### config.mk
export PLATFORM = sky130hd
export DESIGN_NAME = mini_alu_controller
export DESIGN_NICKNAME = d
export VERILOG_FILES = /design/src/rtl/mini_alu_controller.sv
export SDC_FILE = /design/constraint.sdc
export NUM_CORES = 1
export LEC_CHECK = 0
export ABC_AREA = 1
export CAP_MARGIN = 10
export CORE_UTILIZATION = 25
export DETAILED_ROUTE_END_ITERATION = 10
export GPL_TIMING_DRIVEN = 1
export MAX_ROUTING_LAYER = met4
export PLACE_DENSITY = 0.47
export SLEW_MARGIN = 0
export SYNTH_ARGS = -nofsm -noshare
export SYNTH_HDL_FRONTEND = slang
export SYNTH_SLANG_ARGS = --single-unit
export TNS_END_PERCENT = 10
### constraint.sdc
create_clock -name clk -period 3.1 [get_ports clk]
set_input_delay 0.31 -clock clk [delete_from_list [all_inputs] [get_ports clk]]
set_output_delay 0.31 -clock clk [all_outputs]
set_load 0.01 [all_outputs]
### src/rtl/mini_alu_controller.sv
// Multi-cycle Mini-ALU sequencer: ADD/SUB/NEG through one shared ripple adder, MUL as iterative shift-add.
// Latency: ADD/SUB/NEG (and unsupported op) 1 cycle from accept; MUL MUL_ITERS cycles from accept.
// Backpressure: one op in flight; in_ready only in IDLE, result/flags held in DONE until out_ready.
//
// Optional feature macro: MINI_ALU_MUL_EN (defined -> MUL supported; undefined -> op 11 flags err).
//
// Ports:
//   clk, rst_n                : clock, synchronous active-low reset
//   in_valid/in_ready         : request handshake, op/a/b captured on accept
//   out_valid/out_ready       : result handshake
//   result, carry, overflow   : registered arithmetic outputs
//   zero, negative            : derived from registered result
//   err                       : unsupported op, busy: controller not idle

module six_bit_ripple_adder #(
    parameter int W = 6
) (
    input  logic [W-1:0] i_x,
    input  logic [W-1:0] i_y,
    input  logic         i_sel,      // 1: x + ~y + 1 (subtract)
    output logic [W-1:0] o_sum,
    output logic         o_c_out,
    output logic         o_overflow
);
    logic [W-1:0] w_y;
    logic [W:0]   w_c;

    assign w_y    = i_y ^ {W{i_sel}};
    assign w_c[0] = i_sel;

    for (genvar k = 0; k < W; k++) begin : g_fa
        assign o_sum[k]   = i_x[k] ^ w_y[k] ^ w_c[k];
        assign w_c[k+1]   = (i_x[k] & w_y[k]) | (w_c[k] & (i_x[k] ^ w_y[k]));
    end

    assign o_c_out    = w_c[W];
    // signed overflow: carry into MSB differs from carry out of MSB
    assign o_overflow = w_c[W] ^ w_c[W-1];
endmodule

module mini_alu_controller #(
    parameter int MUL_ITERS = 6   // also the operand width
) (
    input  logic                 clk,
    input  logic                 rst_n,
    input  logic                 in_valid,
    output logic                 in_ready,
    input  logic [1:0]           op,
    input  logic [MUL_ITERS-1:0] a,
    input  logic [MUL_ITERS-1:0] b,
    output logic                 out_valid,
    input  logic                 out_ready,
    output logic [MUL_ITERS-1:0] result,
    output logic                 carry,
    output logic                 overflow,
    output logic                 zero,
    output logic                 negative,
    output logic                 err,
    output logic                 busy
);
    localparam int W = MUL_ITERS;

    localparam logic [1:0] OP_ADD = 2'b00;
    localparam logic [1:0] OP_SUB = 2'b01;
    localparam logic [1:0] OP_NEG = 2'b10;
    localparam logic [1:0] OP_MUL = 2'b11;

`ifdef MINI_ALU_MUL_EN
    typedef enum logic [1:0] {S_IDLE, S_EXEC, S_MUL_ITER, S_DONE} state_t;
`else
    typedef enum logic [1:0] {S_IDLE, S_EXEC, S_DONE} state_t;
`endif

    state_t       r_state, w_next;
    logic [1:0]   r_op;
    logic [W-1:0] r_a, r_b;
    logic [W-1:0] r_result;
    logic         r_carry, r_overflow, r_err;

    logic [W-1:0] w_x, w_y, w_sum;
    logic         w_sel, w_c_out, w_ovf;

`ifdef MINI_ALU_MUL_EN
    localparam int CNT_W = $clog2(MUL_ITERS + 1);
    logic [W-1:0]     r_acc, r_mcand;
    logic [CNT_W-1:0] r_cnt;
    logic             r_sticky;
    logic [W-1:0]     w_acc_nxt;
    logic             w_sticky_nxt;
    logic             w_last;
`endif

    six_bit_ripple_adder #(.W(W)) u_adder (
        .i_x        (w_x),
        .i_y        (w_y),
        .i_sel      (w_sel),
        .o_sum      (w_sum),
        .o_c_out    (w_c_out),
        .o_overflow (w_ovf)
    );

    always_ff @(posedge clk) begin
        if (!rst_n) r_state <= S_IDLE;
        else        r_state <= w_next;
    end

    // next state and shared-adder operand mux
    always_comb begin
        w_next = r_state;
        w_x    = r_a;
        w_y    = r_b;
        w_sel  = 1'b0;
`ifdef MINI_ALU_MUL_EN
        w_last       = (r_cnt == CNT_W'(MUL_ITERS - 1));
        w_acc_nxt    = r_acc;
        w_sticky_nxt = r_sticky;
`endif
        case (r_state)
            S_IDLE: begin
                if (in_valid) begin
`ifdef MINI_ALU_MUL_EN
                    w_next = (op == OP_MUL) ? S_MUL_ITER : S_EXEC;
`else
                    w_next = S_EXEC;
`endif
                end
            end
            S_EXEC: begin
                w_next = S_DONE;
                case (r_op)
                    OP_SUB:  w_sel = 1'b1;
                    OP_NEG: begin
                        w_x   = '0;
                        w_y   = r_a;
                        w_sel = 1'b1;
                    end
                    default: w_sel = 1'b0;
                endcase
            end
`ifdef MINI_ALU_MUL_EN
            S_MUL_ITER: begin
                w_x = r_acc;
                w_y = r_mcand;
                if (r_b[r_cnt]) begin
                    w_acc_nxt    = w_sum;
                    w_sticky_nxt = w_sticky_nxt | w_c_out;
                end
                // a multiplicand bit falling off the top only matters if a later B bit would add it
                if (r_mcand[W-1] && (|(r_b >> (r_cnt + 1'b1))))
                    w_sticky_nxt = 1'b1;
                if (w_last) w_next = S_DONE;
            end
`endif
            S_DONE: begin
                if (out_ready) w_next = S_IDLE;
            end
            default: w_next = S_IDLE;
        endcase
    end

    always_ff @(posedge clk) begin
        if (!rst_n) begin
            r_op       <= OP_ADD;
            r_a        <= '0;
            r_b        <= '0;
            r_result   <= '0;
            r_carry    <= 1'b0;
            r_overflow <= 1'b0;
            r_err      <= 1'b0;
`ifdef MINI_ALU_MUL_EN
            r_acc      <= '0;
            r_mcand    <= '0;
            r_cnt      <= '0;
            r_sticky   <= 1'b0;
`endif
        end else begin
            case (r_state)
                S_IDLE: begin
                    if (in_valid) begin
                        r_op <= op;
                        r_a  <= a;
                        r_b  <= b;
`ifdef MINI_ALU_MUL_EN
                        r_acc    <= '0;
                        r_mcand  <= a;
                        r_cnt    <= '0;
                        r_sticky <= 1'b0;
`endif
                    end
                end
                S_EXEC: begin
`ifdef MINI_ALU_MUL_EN
                    r_result   <= w_sum;
                    r_carry    <= w_c_out;
                    r_overflow <= w_ovf;
                    r_err      <= 1'b0;
`else
                    if (r_op == OP_MUL) begin
                        r_result   <= '0;
                        r_carry    <= 1'b0;
                        r_overflow <= 1'b0;
                        r_err      <= 1'b1;
                    end else begin
                        r_result   <= w_sum;
                        r_carry    <= w_c_out;
                        r_overflow <= w_ovf;
                        r_err      <= 1'b0;
                    end
`endif
                end
`ifdef MINI_ALU_MUL_EN
                S_MUL_ITER: begin
                    r_acc    <= w_acc_nxt;
                    r_mcand  <= r_mcand << 1;
                    r_cnt    <= r_cnt + 1'b1;
                    r_sticky <= w_sticky_nxt;
                    if (w_last) begin
                        r_result   <= w_acc_nxt;
                        r_overflow <= w_sticky_nxt;
                        r_carry    <= 1'b0;
                        r_err      <= 1'b0;
                    end
                end
`endif
                default: ;
            endcase
        end
    end

    assign in_ready  = (r_state == S_IDLE);
    assign busy      = (r_state != S_IDLE);
    assign out_valid = (r_state == S_DONE);
    assign result    = r_result;
    assign carry     = r_carry;
    assign overflow  = r_overflow;
    assign err       = r_err;
    assign zero      = (r_result == '0);
    assign negative  = r_result[W-1];
endmodule

; ---- Word level (Yosys, flattened, before mapping)
; Index checks and enable logic that the tools add are counted.
[word_totals]
wordCells = 66
ff_bits = 25
out_inout_bits = 14
[op_classes]
muxes = 13
n_bitwise = 32
n_eq_ne = 7
reduce_logical = 6
[op_table]
columns = cell, count
row1 = two-way mux 6 bit, 5
row2 = XOR 1 bit, 13
row3 = AND 1 bit, 12
row4 = "equality test 2 bit, second input constant", 3
row5 = zero test 6 bit, 1
row6 = bitwise OR 1 bit, 6
row7 = case mux 2 bit (3 select lines), 1
row8 = XOR 6 bit, 1
row9 = two-way mux 1 bit, 5
row10 = "equality test 2 x 1 -> 1 bit, second input constant", 2
row11 = two-way mux 2 bit, 2
row12 = AND reduction 2 bit, 2
row13 = zero test 2 bit, 1
row14 = "!= test 2 x 1 -> 1 bit, second input constant", 1
row15 = "!= test 2 bit, second input constant", 1
row16 = nonzero test 2 bit, 1
row17 = OR reduction 2 bit, 1

; ---- Longest topological paths before layout
[depth]
word_depth = 20
mapped_depth = 19
mapped_depth_nobuf = 18

; ---- Hierarchy
; Synthesis repeated with hierarchy kept, for this count alone.
[unflattened]
hier_cells = 252
area_unflattened_um2 = 1522.7
[by_module_without_submodules]
columns = mod, n_inst, area_per_inst_um2, cells_per_inst
row1 = mini_alu_controller, 1, 1268.7, 206
row2 = six_bit_ripple_adder, 1, 254.0, 46

; ---- Worst setup path before layout
; OpenSTA, ideal clock, no wires.
[synth_timing]
path_kind = register to register
startpoint = register r_op[0]
endpoint = register r_result[5], in the netlist result[5]
arrival_ns = 3.261
required_time_ns = 3.028
path_stages_with_launch = 18
path_buffers = 1
setup_slack_ns = -0.234
path_cell_list = dfxtp_1 > inv_1 > ha_1 > nand3_1 > buf_4 > nand2_1 > nand2_1 > xor2_1 > fa_1 > fa_1 > inv_1 > fa_1 > inv_1 > fa_1 > inv_1 > fa_1 > or2_0 > a21oi_1
[synth_between]
elab_chain_len = 18
[synth_rtl]
columns = item, line_no
row1 = start: declaration, 75  ; logic [1:0] r_op;
row2 = start signal: assignment, 180  ; r_op <= op;
row3 = equality test 2 bit or equality test 2 x 1 -> 1 bit (tied branches), 130  ; case (r_op)
row4 = OR reduction 2 bit (no source line), --
row5 = two-way mux 1 bit, 130
row6 = two-way mux 1 bit, 118  ; case (r_state)
row7 = XOR 6 bit, 28  ; assign w_y = i_y ^ {W{i_sel}};
row8 = XOR 1 bit, 33  ; assign w_c[k+1] = (i_x[k] & w_y[k]) | (w_c[k] & (i_x[k] ^ w_y[k]));
row9 = AND 1 bit, 33
row10 = bitwise OR 1 bit, 33
row11 = (+2 left out), --
row12 = AND 1 bit, 33
row13 = bitwise OR 1 bit, 33
row14 = AND 1 bit, 33
row15 = bitwise OR 1 bit, 33
row16 = AND 1 bit, 33
row17 = bitwise OR 1 bit, 33
row18 = XOR 1 bit, 32  ; assign o_sum[k] = i_x[k] ^ w_y[k] ^ w_c[k];
row19 = two-way mux 6 bit *, 198  ; if (r_op == OP_MUL) begin
row20 = end signal: assignment, 204  ; r_result <= w_sum;
row21 = end: declaration, 77  ; logic [W-1:0] r_result;
; Mark *: on every way between the ends. The rest lies on a longest branch, timed or not.
; A chain may end at the register's enable or synchronous reset.

; ---- Worst setup path after layout
; Same ends and word-level chain as after synthesis.

==> results.sh <==
export IMPL_timing_rr_start="r_op[0]"
export IMPL_critPathLaunchType="flip-flop"
export IMPL_synth_avg_cell_area_um2=7.500
export IMPL_ys_seq_area_frac=0.3949
export IMPL_antenna_found_initial=0
export IMPL_antenna_cells=0
export IMPL_io_pins=32
export IMPL_final_common_cell="nand2_1"
export IMPL_core_um2=4786
export IMPL_nets=234
export IMPL_insertion_delay_ns=0.26
export IMPL_crit_required_ns=3.30
export IMPL_root_buffer="clkbuf_8"
export IMPL_areaGrowthSynthToFinish_pct=40.57
export IMPL_dieArea_um2=5358
export IMPL_crit_path_end="result[5]"
export IMPL_hold_viol_final=0
export IMPL_worst_slew_pin_slew_ns=0.2794
export IMPL_drtIter0Drc=19
export IMPL_drc_errors=0
export IMPL_cp_max_fo=3
export IMPL_start_util=0.2648
export IMPL_worstPathArrival_ns=3.28
export IMPL_final_core_util=0.3723
export IMPL_grt_usage=0.1056
export IMPL_final_cell_mix="36 x nand2_1, 31 x clkdlybuf4s50_1, 28 x nor2_1"
export IMPL_nFillCells=532
export IMPL_grt_pass1_vias=982
export IMPL_dp_cells=271
export IMPL_cts_tree="done"
export IMPL_slew_violations=0
export IMPL_status="complete, no violations"
export IMPL_max_cap_violations=0
export IMPL_dr_pass1_iters=4
export IMPL_postRouteAntennaNets=0
export IMPL_period_needed_ns=3.077
export IMPL_hold_buffers=0
export IMPL_rr_worst_depth=17
export IMPL_globalplace_congestion=0.7132
export IMPL_syn_inst=169
export IMPL_rsz0062_at_grt="yes"
export IMPL_ys_ff_latch=25
export IMPL_critPathCaptureType="flip-flop"
export IMPL_timing_rr_end="result[5]"
export IMPL_total_power_uw=754.3
export IMPL_fmax_mhz=325.0
export IMPL_post_route_period_util=0.9927
export IMPL_peakVddDrop_uv=141.7
export IMPL_finalSetupTns_ns=0
export IMPL_grt_max_degree=19
export IMPL_p_leak_uw=0.0007742
export IMPL_synth_top_area_frac=0.3949
export IMPL_wl_mm=2.412
export IMPL_regToRegSetupSlack_ns=0.02
export IMPL_synth_yosys_warnings=0
export IMPL_syn_num_nets=194
export IMPL_die_h_um=73.20
export IMPL_port_buffer_count=31
export IMPL_num_vias=1057
export IMPL_slew_headroom=0.8126
export IMPL_fp_dieW_um=73.20
export IMPL_overflow=0
export IMPL_fin_cells=275
export IMPL_synth_area_um2=1267
export IMPL_wl_per_cell_um=8.771
export IMPL_cts_buffers=3
export IMPL_hp_class="reg2reg"
export IMPL_p_per_area_nw_per_um2=423.3
export IMPL_final_area_um2=1782
export IMPL_crit_type="reg2reg"
export IMPL_h_tree_depth=1
export IMPL_synth_largest_area_cell="dfxtp_1"
export IMPL_clk_pin_slew_ns=0.09
export IMPL_cts_sinks=25
export IMPL_post_dp_hpwl_mm=1.976
export IMPL_finClkSkew_ns=0.001134
export IMPL_finalSetupViolCount=0
export IMPL_drive_above_1_share=0.1731
export IMPL_grt_pass1_wl_mm=4.229
export IMPL_crit_start="r_op[0]"
export IMPL_routed_via_density=3.844
export IMPL_rows=25
export IMPL_synth_distinct_cells=26
export IMPL_placedInstanceArea_um2=1713
export IMPL_cts_buffer_depth=2
export IMPL_synthTopCellsByArea="dfxtp_1 39%, nand2_1 11%, nor2_1 8.3%"
## worst min-delay path by stage
stage               startpoint  endpoint  cells past startpoint
CTS                   overflow  overflow                      2
global placement      overflow  overflow                      2
global route             carry     carry                      2
detailed placement    overflow  overflow                      2
floorplan                rst_n    r_a[1]                      2
finish                overflow  overflow                      2
## per-stage QoR
stage                     hold slack (ns)  worst slack [ns]
after floorplan                    0.4457          -0.03888
after global placement             0.4573          -0.08464
after detailed placement           0.4587           -0.1110
after CTS                          0.4731          0.001122
after global routing               0.5085           -0.1567
final                              0.4690           0.02264
## power by group
part,switching (uW),internal [uW]
Combinational,92.9,103
Sequential,18.9,347
Clock,103,89.8
Total,214,540
## kinds of logic (layout without fill, tap and decap cells)
kind of cell,Yosys count,in the layout,share of synthesized area
AND/OR/NAND/NOR,77,77,0.2577
AO/OA/AOI/OAI,28,28,0.1135
adder cells (fa/ha/maj),7,7,0.09872
buffers and inverters,26,65,0.09377
flip-flops,25,25,0.3949
XOR/XNOR,6,6,0.04146
## cell usage after synthesis (all sizes together)
cell / n
fa: 5
nor4: 1
ha: 2
clkinv: 2
dfxtp: 25
buf: 5
inv: 18
o21ai: 16
xnor2: 1
nand2: 40
xor2: 5
nor2: 30
nand3: 2
and2: 1
clkbuf: 1
a21oi: 12
or2: 3
## layer usage
metal,vias to the layer above,part of all wire,global-route usage
met3,2,0.036,0.02072
met2,22,0.44,0.1605
met5,-,0,-
li1,598,-,-
met1,435,0.51,0.1384
met4,0,0.0095,0.03922
## state kept, by name, summed over array words and instances, names as in the netlist
register / flops
err: 1
r_state: 2
r_a: 6
result: 6
r_b: 6
overflow: 1
r_op: 2
carry: 1
## what timing repair did
action	4_1_cts	5_1_grt
endpoints found under the setup margin	3	3
resized for setup	5	3
pin swaps	1	1
gates cloned	0	0
setup buffers	0	0
## worst max-delay path, cell delays in order, from the launching register on
cell	delay, ns
dfxtp_2	0.34
inv_2	0.05
ha_4	0.25
inv_2	0.03
nand2_4	0.08
a21oi_2	0.04
o21ai_1	0.12
inv_1	0.07
fa_2	0.36
fa_2	0.34
inv_2	0.06
fa_1	0.14
inv_1	0.05
fa_2	0.34
inv_2	0.07
fa_1	0.36
or2_1	0.21
a21oi_1	0.11
## final cells by class
class	instances	area, um2	area share
multi-input combinational	118	683.2	0.3834
sequential	25	503.0	0.2823
timing repair buffer	41	385.4	0.2163
tap	67	83.83	0.04705
inverter	20	80.08	0.04494
clock buffer	3	41.29	0.02317
clock inverter	1	5.005	0.002809
Power figures use the tool's default switching activity.
==> RTL edit, RTL diff (same flow settings) <==
Reset style: asynchronous (`rst_n`), changed in 2 clocked blocks. Comments in the files are not updated.
--- a/src/rtl/mini_alu_controller.sv
+++ b/src/rtl/mini_alu_controller.sv
@@ -99,7 +99,7 @@
         .o_overflow (w_ovf)
     );
 
-    always_ff @(posedge clk) begin
+    always_ff @(posedge clk or negedge rst_n) begin
         if (!rst_n) r_state <= S_IDLE;
         else        r_state <= w_next;
     end
@@ -158,7 +158,7 @@
         endcase
     end
 
-    always_ff @(posedge clk) begin
+    always_ff @(posedge clk or negedge rst_n) begin
         if (!rst_n) begin
             r_op       <= OP_ADD;
             r_a        <= '0;
Formal check against the unedited RTL: differs if rst_n is asserted again (counterexample within 4 cycles, from zero or initial values and one cycle with rst_n low); with rst_n held inactive, the same outputs for 10 cycles.
==> RTL edit against the unedited design <==
- non-clock buffer count up 5
- sequential share of layout area increased by 4.8 points
- die area grew 4.5%
- clock skew about the same
- routed wire length increased by 14%
- final area is 6.4% higher
- worst setup slack improved by 0.012 ns
- count of clock-buffer cells in the layout rose by 1
- synthesized cell count decreased by 4.7%
- area after synthesis rose by 4.6%
- sequential cell count unchanged
- highest routed layer unchanged
Power is not compared: it rests on default switching activity, and its combinational part moved more than twofold at a synthesized area within 25%.
==> RTL edit: results (changes against the unedited design) <==
| Metric | Value |
|---|---|
| Status | finished, final reports clean |
| Gr usage total | 12.3% (+1.8 points) |
| Worst EP arrival | 3.22 ns (-0.06 ns) |
| Largest stage delay, worst path | 0.54 ns (+0.18 ns) |
| Main synth FF type | dfrtp_1 |
| First-pass GRT wire length | 5000 um (+18%) |
| Worst slack, placed | -0.0758 ns (+0.0352 ns) |
| Vias in the first global route | 1141 (+16%) |
| Hold Crit Class | in2async |
| # fillers | 566 (+6.4%) |
| Max Fclk | 326 MHz (+0.38%) |
| Synth area leaders | dfrtp_1 (47%), nand2_1 (18%), fa_1 (7.5%), inv_1 (5.7%), o21ai_1 (4.9%) |
| DR vias/cell | 4.05 (+5.3%) |
| Largest net degree at the start of global routing | 26 (+7) |
| Critical path peak fanout | 8 (+5) |
| Wirelength, routed | 2750 um (+14%) |
| Worst-margin pin slew | 0.320 ns (+0.0403 ns) |
| Top cells by count, synth | nand2_1 (62), dfrtp_1 (25), inv_1 (20), o21ai_1 (13), nand3_1 (7) |
| Async set-reset flop share out of synthesis | 100% (+100 points) |
| Synth cell types | 22 (-15%) |
| Wire length per cell | 9.93 um (+13%) |
| Final nets | 233 (-0.43%) |
| Gpl congestion | 0.763 (+7.0%) |
| Post-DP HPWL | 2130 um (+7.7%) |
| Share of layout cells above drive strength 1 | 20.8% (+3.5 points) |
-- RTL edit: layout make-up --
type                    count  share of cell area [%]
multi-input cells         107                    32.6
inverters                  25                    5.08
repair buffers             46                    22.3
flip-flops and latches     25                    33.0
well taps                  70                    4.62
clock buffers               4                    2.38
-- RTL edit: worst max-delay path, delay by kind of cell (launching register included) --
family                   cells  cell delay [ns]
AO/OA/AOI/OAI                1             0.07
adder cells (fa/ha/maj)      6             2.01
buffers and inverters        3             0.27
flip-flops                   1             0.42
AND/OR/NAND/NOR              2             0.19
-- RTL edit: cell families after synthesis --
| kind of cell | Yosys count | synth area share [%] |
|---|---|---|
| adder cells (fa/ha/maj) | 7 | 9.43 |
| AND/OR/NAND/NOR | 80 | 25.4 |
| buffers and inverters | 29 | 9.91 |
| AO/OA/AOI/OAI | 19 | 7.45 |
| XOR/XNOR | 1 | 0.660 |
| flip-flops | 25 | 47.2 |
-- RTL edit: final timing paths --
path                       startpoint         end  slack [ns]
hold / removal                  rst_n  r_state[1]        0.40
min in group clk               r_b[2]      r_b[2]        0.49
max in group asynchronous       rst_n      r_b[3]        2.46
setup reg to reg              r_op[1]   result[5]        0.03
hold reg to reg                r_b[2]      r_b[2]        0.49
setup / recovery              r_op[1]   result[5]        0.03
-- RTL edit: report_power, final --
group / internal [mW] / switching, mW / total, mW / leakage [nW]
Clock: 0.0919 / 0.0996 / 0.191 / 0.0228
Sequential: 0.479 / 0.0918 / 0.571 / 0.312
Combinational: 0.600 / 0.603 / 1.20 / 0.572
-- RTL edit: stage by stage --
| stage | hold WS (ns) | instance area [um^2] | utilization, % |
|---|---|---|---|
| 2_1_floorplan | 0.0144 | 1350 | - |
| 6_report | 0.397 | 1900 | 37.1 |
| 4_1_cts | 0.397 | 1880 | 36.7 |
| 3_3_place_gp | 0.482 | 1790 | 35.0 |
| 3_5_place_dp | 0.478 | 1790 | 35.0 |
| 5_1_grt | 0.426 | 1900 | 37.1 |
-- RTL edit: routing by layer --
metal | GRT usage [%] | routed length [um]
met1 | 15.8 | 1380
met2 | 18.4 | 1220
met3 | 2.68 | 101
met4 | 6.08 | 53
met5 | - | 0
-- RTL edit: what timing repair did --
action	in CTS	in global routing
setup buffers	3	1
gates resized for setup	4	6
pin swaps	1	5
cloned	0	0
endpoints found under the setup margin	3	3
